File: config.mk
export PLATFORM = sky130hd
export DESIGN_NAME = axil_uart_fifo
export DESIGN_NICKNAME = d
export VERILOG_FILES = /design/src/rtl/axil_uart_fifo.sv
export SDC_FILE = /design/constraint.sdc
export NUM_CORES = 1
export LEC_CHECK = 0
export CORE_UTILIZATION = 45
export CTS_CLUSTER_DIAMETER = 80
export CTS_CLUSTER_SIZE = 14
export DETAILED_ROUTE_END_ITERATION = 6
export GPL_ROUTABILITY_DRIVEN = 0
export PLACE_DENSITY = 0.67
export SLEW_MARGIN = 30
export SYNTH_ARGS = -nofsm -noshare
export SYNTH_HDL_FRONTEND = slang
export SYNTH_SLANG_ARGS = --single-unit
File: constraint.sdc
create_clock -name clk -period 4 [get_ports clk]
set_clock_uncertainty 0.1 [all_clocks]
set_input_delay 0.4 -clock clk [delete_from_list [all_inputs] [get_ports clk]]
set_output_delay 0.4 -clock clk [all_outputs]
set_load 0.05 [all_outputs]
File: src/rtl/axil_uart_fifo.sv
// rtl/axil_uart_fifo.sv - AXI-Lite 8N1 UART with TX/RX FIFOs and runtime baud divisor
// Optional interrupt output: define AXIL_UART_IRQ_EN.
module axil_uart_fifo #(
  parameter int DATA_WIDTH = 32,
  parameter int ADDR_WIDTH = 32,
  parameter int STRB_WIDTH = DATA_WIDTH/8,
  parameter int FIFO_DEPTH = 16,
  parameter int CLK_DIV    = 434
) (
  input  logic                  clk,
  input  logic                  rst,
  input  logic [ADDR_WIDTH-1:0] s_axil_awaddr,
  input  logic [2:0]            s_axil_awprot,
  input  logic                  s_axil_awvalid,
  output logic                  s_axil_awready,
  input  logic [DATA_WIDTH-1:0] s_axil_wdata,
  input  logic [STRB_WIDTH-1:0] s_axil_wstrb,
  input  logic                  s_axil_wvalid,
  output logic                  s_axil_wready,
  output logic [1:0]            s_axil_bresp,
  output logic                  s_axil_bvalid,
  input  logic                  s_axil_bready,
  input  logic [ADDR_WIDTH-1:0] s_axil_araddr,
  input  logic [2:0]            s_axil_arprot,
  input  logic                  s_axil_arvalid,
  output logic                  s_axil_arready,
  output logic [DATA_WIDTH-1:0] s_axil_rdata,
  output logic [1:0]            s_axil_rresp,
  output logic                  s_axil_rvalid,
  input  logic                  s_axil_rready,
  output logic                  uart_tx,
  input  logic                  uart_rx
`ifdef AXIL_UART_IRQ_EN
  ,
  output logic                  irq
`endif
);
  localparam int AW = $clog2(FIFO_DEPTH);
  typedef enum logic [1:0] {S_IDLE, S_START, S_DATA, S_STOP} state_e;

  logic awready_q, bvalid_q, arready_q, rvalid_q;
  logic [1:0] bresp_q, rresp_q;
  logic [DATA_WIDTH-1:0] rdata_q, rd_val;
  logic [15:0] div_q, div_wr;
  logic tx_ovf_q, rx_ovr_q, frame_err_q;
  logic [7:0] tx_mem [FIFO_DEPTH];
  logic [7:0] rx_mem [FIFO_DEPTH];
  logic [AW:0] tx_wp_q, tx_rp_q, rx_wp_q, rx_rp_q;
  state_e tx_state_q, rx_state_q;
  logic [15:0] tx_cnt_q, tx_div_q, rx_cnt_q, rx_div_q;
  logic [7:0] tx_sh_q, rx_sh_q;
  logic [2:0] tx_bit_q, rx_bit_q;
  logic tx_q, rx_s1_q, rx_s2_q, rx_s3_q;
  logic [31:0] ie_rd;

  wire wr_hs  = awready_q & s_axil_awvalid & s_axil_wvalid;
  wire rd_hs  = arready_q & s_axil_arvalid;
  wire wr_map = (s_axil_awaddr[ADDR_WIDTH-1:4] == '0);
  wire rd_map = (s_axil_araddr[ADDR_WIDTH-1:4] == '0);
  wire [1:0] wr_sel = s_axil_awaddr[3:2];
  wire [1:0] rd_sel = s_axil_araddr[3:2];
  wire wr_ok  = wr_hs & wr_map & s_axil_wstrb[0];
  wire st_w1c = wr_ok & (wr_sel == 2'd1);

  wire tx_empty = (tx_wp_q == tx_rp_q);
  wire tx_full  = (tx_wp_q[AW] != tx_rp_q[AW]) && (tx_wp_q[AW-1:0] == tx_rp_q[AW-1:0]);
  wire rx_empty = (rx_wp_q == rx_rp_q);
  wire rx_full  = (rx_wp_q[AW] != rx_rp_q[AW]) && (rx_wp_q[AW-1:0] == rx_rp_q[AW-1:0]);
  wire tx_busy  = (tx_state_q != S_IDLE);
  wire [7:0] rx_byte = rx_empty ? 8'h00 : rx_mem[rx_rp_q[AW-1:0]];

  wire tx_push_req = wr_ok & (wr_sel == 2'd0);
  wire tx_push     = tx_push_req & ~tx_full;
  wire tx_end      = (tx_cnt_q == tx_div_q - 16'd1);
  wire tx_pop      = ~tx_empty & ((tx_state_q == S_IDLE) | ((tx_state_q == S_STOP) & tx_end));

  wire rx_end      = (rx_cnt_q == rx_div_q - 16'd1);
  wire rx_half     = (rx_cnt_q == (rx_div_q >> 1) - 16'd1);
  wire rx_stop_smp = (rx_state_q == S_STOP) & rx_end;
  wire rx_push_req = rx_stop_smp & rx_s2_q;
  wire rx_ferr     = rx_stop_smp & ~rx_s2_q;
  wire rx_pop      = rd_hs & rd_map & (rd_sel == 2'd0) & ~rx_empty;
  wire rx_push     = rx_push_req & (~rx_full | rx_pop);
  wire rx_ovr_set  = rx_push_req & rx_full & ~rx_pop;

  logic unused_ok;
  assign unused_ok = ^{s_axil_awprot, s_axil_arprot, s_axil_awaddr[1:0], s_axil_araddr[1:0],
                       s_axil_wdata[DATA_WIDTH-1:16], s_axil_wstrb[STRB_WIDTH-1:2]};

  assign s_axil_awready = awready_q;
  assign s_axil_wready  = awready_q;
  assign s_axil_bvalid  = bvalid_q;
  assign s_axil_bresp   = bresp_q;
  assign s_axil_arready = arready_q;
  assign s_axil_rvalid  = rvalid_q;
  assign s_axil_rresp   = rresp_q;
  assign s_axil_rdata   = rdata_q;
  assign uart_tx        = tx_q;

  always_ff @(posedge clk) begin
    if (rst) begin
      awready_q <= 1'b0; bvalid_q <= 1'b0; bresp_q <= 2'b00;
      arready_q <= 1'b0; rvalid_q <= 1'b0; rresp_q <= 2'b00; rdata_q <= '0;
    end else begin
      awready_q <= s_axil_awvalid & s_axil_wvalid & ~bvalid_q & ~awready_q;
      if (wr_hs) begin
        bvalid_q <= 1'b1;
        bresp_q  <= wr_map ? 2'b00 : 2'b10;
      end else if (s_axil_bready) begin
        bvalid_q <= 1'b0;
      end
      arready_q <= s_axil_arvalid & ~rvalid_q & ~arready_q;
      if (rd_hs) begin
        rvalid_q <= 1'b1;
        rdata_q  <= rd_val;
        rresp_q  <= rd_map ? 2'b00 : 2'b10;
      end else if (s_axil_rready) begin
        rvalid_q <= 1'b0;
      end
    end
  end

  always_comb begin
    rd_val = '0;
    if (rd_map) begin
      case (rd_sel)
        2'd0:    rd_val = {23'b0, rx_empty, rx_byte};
        2'd1:    rd_val = {24'b0, tx_ovf_q, tx_busy, frame_err_q, rx_ovr_q, rx_full, rx_empty, tx_empty, tx_full};
        2'd2:    rd_val = {16'b0, div_q};
        default: rd_val = ie_rd;
      endcase
    end
  end

  // The clamp applies to the merged value so a single-byte write cannot leave DIV below 4.
  always_comb begin
    div_wr = div_q;
    if (s_axil_wstrb[0]) div_wr[7:0]  = s_axil_wdata[7:0];
    if (s_axil_wstrb[1]) div_wr[15:8] = s_axil_wdata[15:8];
    if (div_wr < 16'd4) div_wr = 16'd4;
  end

  always_ff @(posedge clk) begin
    if (rst) begin
      div_q <= 16'(CLK_DIV);
      tx_ovf_q <= 1'b0; rx_ovr_q <= 1'b0; frame_err_q <= 1'b0;
    end else begin
      if (wr_hs && wr_map && wr_sel == 2'd2) div_q <= div_wr;
      tx_ovf_q    <= (tx_ovf_q    & ~(st_w1c & s_axil_wdata[7])) | (tx_push_req & tx_full);
      rx_ovr_q    <= (rx_ovr_q    & ~(st_w1c & s_axil_wdata[4])) | rx_ovr_set;
      frame_err_q <= (frame_err_q & ~(st_w1c & s_axil_wdata[5])) | rx_ferr;
    end
  end

`ifdef AXIL_UART_IRQ_EN
  logic [3:0] ie_q;
  logic irq_q;
  assign ie_rd = {28'b0, ie_q};
  assign irq   = irq_q;
  always_ff @(posedge clk) begin
    if (rst) begin
      ie_q <= 4'b0; irq_q <= 1'b0;
    end else begin
      if (wr_ok && wr_sel == 2'd3) ie_q <= s_axil_wdata[3:0];
      irq_q <= |(ie_q & {tx_ovf_q | rx_ovr_q | frame_err_q, rx_full, tx_empty, ~rx_empty});
    end
  end
`else
  assign ie_rd = 32'b0;
`endif

  always_ff @(posedge clk) begin
    if (tx_push) tx_mem[tx_wp_q[AW-1:0]] <= s_axil_wdata[7:0];
    if (rx_push) rx_mem[rx_wp_q[AW-1:0]] <= rx_sh_q;
  end

  always_ff @(posedge clk) begin
    if (rst) begin
      tx_wp_q <= '0; tx_rp_q <= '0; rx_wp_q <= '0; rx_rp_q <= '0;
    end else begin
      if (tx_push) tx_wp_q <= tx_wp_q + 1'b1;
      if (tx_pop)  tx_rp_q <= tx_rp_q + 1'b1;
      if (rx_push) rx_wp_q <= rx_wp_q + 1'b1;
      if (rx_pop)  rx_rp_q <= rx_rp_q + 1'b1;
    end
  end

  // A pop on the last STOP cycle starts the next frame directly, so frames abut.
  always_ff @(posedge clk) begin
    if (rst) begin
      tx_state_q <= S_IDLE; tx_q <= 1'b1; tx_cnt_q <= '0;
      tx_div_q <= 16'(CLK_DIV); tx_sh_q <= '0; tx_bit_q <= '0;
    end else if (tx_pop) begin
      tx_state_q <= S_START; tx_q <= 1'b0; tx_cnt_q <= '0;
      tx_div_q <= div_q; tx_sh_q <= tx_mem[tx_rp_q[AW-1:0]];
    end else begin
      case (tx_state_q)
        S_IDLE: tx_q <= 1'b1;
        S_START:
          if (tx_end) begin
            tx_state_q <= S_DATA; tx_cnt_q <= '0; tx_bit_q <= '0; tx_q <= tx_sh_q[0];
          end else tx_cnt_q <= tx_cnt_q + 16'd1;
        S_DATA:
          if (tx_end) begin
            tx_cnt_q <= '0;
            if (tx_bit_q == 3'd7) begin
              tx_state_q <= S_STOP; tx_q <= 1'b1;
            end else begin
              tx_bit_q <= tx_bit_q + 3'd1; tx_sh_q <= tx_sh_q >> 1; tx_q <= tx_sh_q[1];
            end
          end else tx_cnt_q <= tx_cnt_q + 16'd1;
        S_STOP:
          if (tx_end) tx_state_q <= S_IDLE;
          else tx_cnt_q <= tx_cnt_q + 16'd1;
        default: tx_state_q <= S_IDLE;
      endcase
    end
  end

  always_ff @(posedge clk) begin
    if (rst) begin
      rx_s1_q <= 1'b1; rx_s2_q <= 1'b1; rx_s3_q <= 1'b1;
      rx_state_q <= S_IDLE; rx_cnt_q <= '0; rx_div_q <= 16'(CLK_DIV);
      rx_sh_q <= '0; rx_bit_q <= '0;
    end else begin
      rx_s1_q <= uart_rx; rx_s2_q <= rx_s1_q; rx_s3_q <= rx_s2_q;
      case (rx_state_q)
        S_IDLE:
          if (rx_s3_q && !rx_s2_q) begin
            rx_state_q <= S_START; rx_cnt_q <= '0; rx_div_q <= div_q;
          end
        S_START:
          if (rx_half) begin
            rx_cnt_q <= '0; rx_bit_q <= '0;
            rx_state_q <= rx_s2_q ? S_IDLE : S_DATA;
          end else rx_cnt_q <= rx_cnt_q + 16'd1;
        S_DATA:
          if (rx_end) begin
            rx_cnt_q <= '0; rx_sh_q <= {rx_s2_q, rx_sh_q[7:1]};
            if (rx_bit_q == 3'd7) rx_state_q <= S_STOP;
            else rx_bit_q <= rx_bit_q + 3'd1;
          end else rx_cnt_q <= rx_cnt_q + 16'd1;
        S_STOP:
          if (rx_end) rx_state_q <= S_IDLE;
          else rx_cnt_q <= rx_cnt_q + 16'd1;
        default: rx_state_q <= S_IDLE;
      endcase
    end
  end
endmodule

==> results of run 1 <==
synthesized netlist by cell type (5+ instances only):
master     number
nand3_1        42
o211ai_1        8
dfxtp_1       163
a211oi_1       21
edfxtp_1      256
a41oi_1         5
mux4_2         72
mux2i_1        31
or3_1           9
clkbuf_1       67
buf_1          16
ha_1           24
and2_1          7
nand2b_1       23
nand4_1        15
a21oi_1        89
buf_2           6
o2111ai_1       5
and3_1          8
inv_1          24
o21ai_0        47
nand2_1       124
nor2b_1        18
xor2_1         36
a22oi_1        33
nor3_1         29
a221o_1         5
xnor2_1        52
a31oi_1        20
or4_1           9
nor2_1        134
buf_4          19
nor4_1         37
flip-flops by register name, summed over array words and instances, names as in the netlist, 8 cells and up, named ones only:
register / flops
rx_mem: 128
tx_mem: 128
div_q: 16
rx_cnt_q: 16
rx_div_q: 16
s_axil_rdata: 16
tx_cnt_q: 16
tx_div_q: 16
rx_sh_q: 8
tx_sh_q: 8
per-layer routing:
metal / vias up / part of all wire (%) / GRT usage (%) / routed length, um
met4: 0 / 2.0 / 5.410 / 856
met2: 296 / 47 / 32.37 / 20000
li1: 6024 / - / - / -
met1: 6214 / 46 / 28.16 / 19210
met3: 59 / 4.9 / 2.996 / 2076
met5: - / 0 / 0 / 0
final cells by class:
| type | instances | area, um2 | area share (%) |
|---|---|---|---|
| tap | 532 | 665.6 | 3.057 |
| clock inverter | 4 | 33.78 | 0.1552 |
| clock buffer | 52 | 992.2 | 4.557 |
| timing repair buffer | 189 | 1702 | 7.815 |
| inverter | 26 | 97.59 | 0.4482 |
| multi-input combinational | 999 | 7330 | 33.66 |
| sequential | 419 | 10950 | 50.30 |
power by group through the flow:
stage	clock [mW]	combinational, mW	sequential, mW
final	3.22	1.28	4.76
after global placement	0	1.26	4.85
after detailed placement	0	1.28	4.86
after CTS	3.31	1.29	4.76
after global routing	3.44	1.41	4.78
after floorplan	0	0.928	4.82
worst max-delay path, cell delays in order (launching register included):
cell       delay [ps]
dfxtp_1           400
or4_1             450
or3_1             320
a211o_1           330
a2111oi_2         450
o2111ai_1         270
buf_4             220
nor3_2            340
nand2_1           200
nor3_1            170
buf_4             220
kinds of logic after synthesis:
group,count (synthesis)
AND/OR/NAND/NOR,490
flip-flops,419
AO/OA/AOI/OAI,274
buffers and inverters,135
multiplexers,105
XOR/XNOR,88
adder cells (fa/ha/maj),24
other,1
timing repair:
item / 4_1_cts / 5_1_grt
gates resized for setup: 0 / 1
setup endpoints to repair: 0 / 96
buffers inserted: 0 / 0
worst paths after layout:
| check | from | endpoint | slack, ps | cells past startpoint |
|---|---|---|---|---|
| setup / recovery | rx_div_q[11] | rx_mem[0][4] | 230 | 10 |
| hold / removal | rst | s_axil_rdata[1] | 190 | 2 |
| setup reg to reg | rx_div_q[11] | rx_mem[0][4] | 230 | 10 |
| hold reg to reg | rx_s1_q | rx_s2_q | 320 | 1 |
==> flow_summary.toml, run 1 <==
[floorplanning]
ios = 156
chipHeight_um = 206.3
dieArea_um2 = 42540
rows = 74
initial_core_util_pct = 45.77
die_w_um = 206.3
core_um2 = 41020

[clocking]
postCtsHoldBufs = 0
cts-root-buf = "clkbuf_16"
htree_levels = 2
clk_latency_ps = 540
cts_tree = "done"
cts.clk_slew.worst_paths_ps = 70
cts_sinks = 419
clockBufferDepth = 3
cts_made_buffers = 36

[place]
pre_cts_slack_ps = 261.1
dp.cells = 2165
port_buffers = 109
place_area_um2 = 20740
dp_hpwl_mm = 29.30

[final_layout]
final_cell_mix = "edfxtp_1 (256), dfxtp_1 (161), nor2_1 (134)"
design_area_um2 = 21770
n_antenna_cell = 0
final_common_cell = "edfxtp_1"
final_cells = 2221
finish.net_count = 1809
fill_cells = 3436
final_core_util_pct = 53.08
syn2layout_area_growth_pct = 15.98
drive_gt1_share_pct = 12.85

[setup_path]
critPathLaunchType = "flip-flop"
crit_path_max_fanout = 8
worstPathRequired_ps = 4130
critPathCaptureType = "flip-flop"
cp.arrival_ps = 3890
path_class = "flip-flop to flip-flop"

[yosys]
synth.top_cell.area_share_pct = 40.95
synth_ff_type = "edfxtp_1"
synth_edf_count = 256
synth_fa_ha_area_share_pct = 1.600
ys_ff_latch = 419
synth_area_leader_cell = "edfxtp_1"
async_flop_share_pct = 0
ys_seq_area_share_pct = 58.33
synth-simple-area-share_pct = 13.01
synth_area_um2 = 18770
synth_top_family_by_area = "simple AND/OR/NAND/NOR gates"
yosys.cell_types.count = 78
synth.avg_cell_area_um2 = 12.22
synth.mux.area_fraction_pct = 10.41
synth_compound_area_share_pct = 9.397
netlist_instances = 1536
synth_warnings = 0
yosys-top-cells-area = "edfxtp_1 (41%), dfxtp_1 (17%), mux4_2 (8.6%)"
synthXorXnorAreaFrac_pct = 4.106

[power_and_ir_drop]
p_per_area_nw_per_um2 = 425.6
p_int_mw = 6.951
power_mw = 9.267
leakagePower_nw = 7.171
pwr-share-comb_pct = 13.9
vdd_drop_max_uv = 306.7
p_seq_share_pct = 51.4
p_switching_mw = 2.316
sw_frac_of_total_pct = 24.99
pwr-share-clk_pct = 34.7

[timing]
slew_headroom_pct = 37.30
final.min_clock_period_ps = 3765
slew_viol_final = 0
setup_viol = 0
whs_ps = 193.1
timing.setup.tns_ps = 0
rsz0062_at_grt = "no"
hold_violations = 0
fmax_ghz = 0.2656
setup_ws_ps = 234.6
worstMarginPinSlew_ps = 932.2
min_period_over_period_pct = 94.13

[detailed_routing]
drtAntennaViolNets = 0
detail_route.drc_violations = 22
drt_first_pass_iters = 7
vias_per_cell = 5.670
route.vias.total = 12593
drt-initial-drc-count = 1068
wl_mm = 42.14
wire_per_inst_um = 18.97

[grt]
antenna_found_initial = 0
grt_pass1_vias = 12013
grt_max_degree = 77
grt_use_total_pct = 20.04
grt_pass1_wl_mm = 66.27
overflow = 0

[flow_run]
cap_violations = 0

[run_status]
violations = "DRC"
status = "complete, but fails checks"

[worst_hold_path]
hp-class = "primary input to flip-flop"
No activity file was read; power rests on OpenSTA's default activity.
==> run 2, diff against run 1 <==
CORE_MARGIN = 8   (was default)
==> run 2 against run 1 <==
The flow now finishes without violations; core utilization decreased by 0.90 points; final area decreased by 0.36%; first-iteration DRC count increased by 13%; worst hold slack got worse by 14 ps; sequential share of layout area increased by 0.18 points; sequential power about the same; routed wire length increased by 4.0%; via count increased by 0.85%; largest cell class unchanged; register-to-register slack about the same; combinational power about the same.
==> flow_summary.toml, run 2 (synthesized netlist as in run 1, its figures left out) <==
[run_status]
status = "completed"

[setup_path]
cp_cell_sequence = "or4_1, or3_1, a211o_1, a2111oi_2, o2111ai_1, buf_4, nor3_2, nand2_1, nor3_1, buf_4"
rrSetupSlack_ps = 230
crit_path_max_fanout = 8
crit_top_cell = "buf_4"
path_class = "flip-flop to flip-flop"
cp_slowest_cell = "or4_1"
setup.worst_path.start = "rx_div_q[10]"
crit_path_end = "rx_mem[1][1]"
cpLargestDelayFamily = "simple AND/OR/NAND/NOR gates"
r2r-start = "rx_div_q[10]"
worstSetupPathDepth = 10
critPathCaptureType = "flip-flop"
crit_buf_inv = 2
reg2reg_to = "rx_mem[1][1]"
cp.arrival_ps = 3910
worstPathRequired_ps = 4130
max_stage_delay_ps = 520
critPathLaunchType = "flip-flop"
worst-r2r-cell-count = 10

[grt]
grt_max_degree = 82
grt_pass1_vias = 12624
grt_pass1_wl_mm = 70.02
overflow = 0
grt_use_total_pct = 18.15
antenna_found_initial = 1

[floorplanning]
die_w_um = 220.3
ios = 156
initial_core_util_pct = 45.16
chipHeight_um = 220.3
core_um2 = 41570
dieArea_um2 = 48510
rows = 75

[detailed_routing]
drtAntennaViolNets = 0
wl_mm = 43.84
route.vias.total = 12700
vias_per_cell = 5.726
wire_per_inst_um = 19.76
drt-initial-drc-count = 1202
detail_route.drc_violations = 0
drt_first_pass_iters = 7

[clocking]
postCtsHoldBufs = 0
htree_levels = 2
post_cts.repair.setup_buffers = 0
cts_made_buffers = 35
cts-root-buf = "clkbuf_16"
cts_sinks = 419
clk_latency_ps = 530
cts_tree = "done"
clockBufferDepth = 3
cts.clk_slew.worst_paths_ps = 60
cts_resized = 0

[timing]
min_period_over_period_pct = 94.34
slew_viol_final = 0
timing.setup.tns_ps = 0
worstMarginPinSlew_ps = 953.3
fmax_ghz = 0.2650
hold_violations = 0
setup_viol = 0
setup_ws_ps = 226.4
slew_headroom_pct = 35.88
final.min_clock_period_ps = 3774

[power_and_ir_drop]
p_per_area_nw_per_um2 = 421.0
pwr-share-clk_pct = 33.8
pwr-share-comb_pct = 13.7
p_int_mw = 6.844
power_mw = 9.134
p_switching_mw = 2.290
p_seq_share_pct = 52.5
vdd_drop_max_uv = 242.9
sw_frac_of_total_pct = 25.07
leakagePower_nw = 7.109

[final_layout]
drive_gt1_share_pct = 12.22
final_common_cell = "edfxtp_1"
multi_input_area_um2 = 7330
final_cell_mix = "edfxtp_1 (256), dfxtp_1 (161), nor2_1 (134)"
syn2layout_area_growth_pct = 15.56
fill_cells = 3483
final_core_util_pct = 52.19
finish.net_count = 1800
seq_area_um2 = 10950

[place]
port_buffers = 109
dp_hpwl_mm = 30.45
pre_cts_slack_ps = 259.0

[worst_hold_path]
hp-class = "primary input to flip-flop"

[flow_run]
cap_violations = 0
run 2: cell count changes in the layout (fill, tap and decap cells not counted), sizes merged:
cell,change
clkbuf,-2
diode,+1
buf,-8
clkinvlp,-1
run 2: worst min path at each step:
stage / startpoint / endpoint / slack [ps] / cells past startpoint
after floorplan: rx_s1_q / rx_s2_q / 290 / 1
after global placement: rx_s1_q / rx_s2_q / 300 / 1
after detailed placement: rx_s1_q / rx_s2_q / 300 / 1
after CTS: rst / s_axil_rdata[1] / 160 / 2
after global routing: rst / rx_sh_q[7] / 170 / 2
final: rst / rx_sh_q[2] / 180 / 2
run 2: per-layer routing:
metal	routed length [um]	global-route usage, %
met3	2642	2.665
met2	21080	29.44
met5	0	0
met4	950	5.349
met1	19170	25.13
run 2: layout make-up:
type	count	area share [%]
antenna	1	0.01153
clock buffer	50	4.297
clock inverter	3	0.1211
inverter	26	0.4499
multi-input combinational	999	33.79
sequential	419	50.49
tap	539	3.109
timing repair buffer	181	7.740
run 2: power by group through the flow:
| stage | clock (mW) | combinational [mW] | sequential [mW] |
|---|---|---|---|
| finish | 3.09 | 1.26 | 4.79 |
| global route | 3.34 | 1.38 | 4.82 |
| CTS | 3.18 | 1.26 | 4.80 |
| detailed placement | 0 | 1.26 | 4.89 |
| global placement | 0 | 1.23 | 4.89 |
| floorplan | 0 | 0.928 | 4.82 |
run 2: metrics by stage:
| stage | std cells | cell area, um2 | hold WS (ps) |
|---|---|---|---|
| 2_1_floorplan | 1553 | 18840 | 289.5 |
| 3_3_place_gp | 2164 | 20720 | 300.2 |
| 3_5_place_dp | 2164 | 20720 | 295.4 |
| 4_1_cts | 2217 | 21680 | 160.5 |
| 5_1_grt | 2218 | 21690 | 170.3 |
| 6_report | 2218 | 21690 | 179.0 |
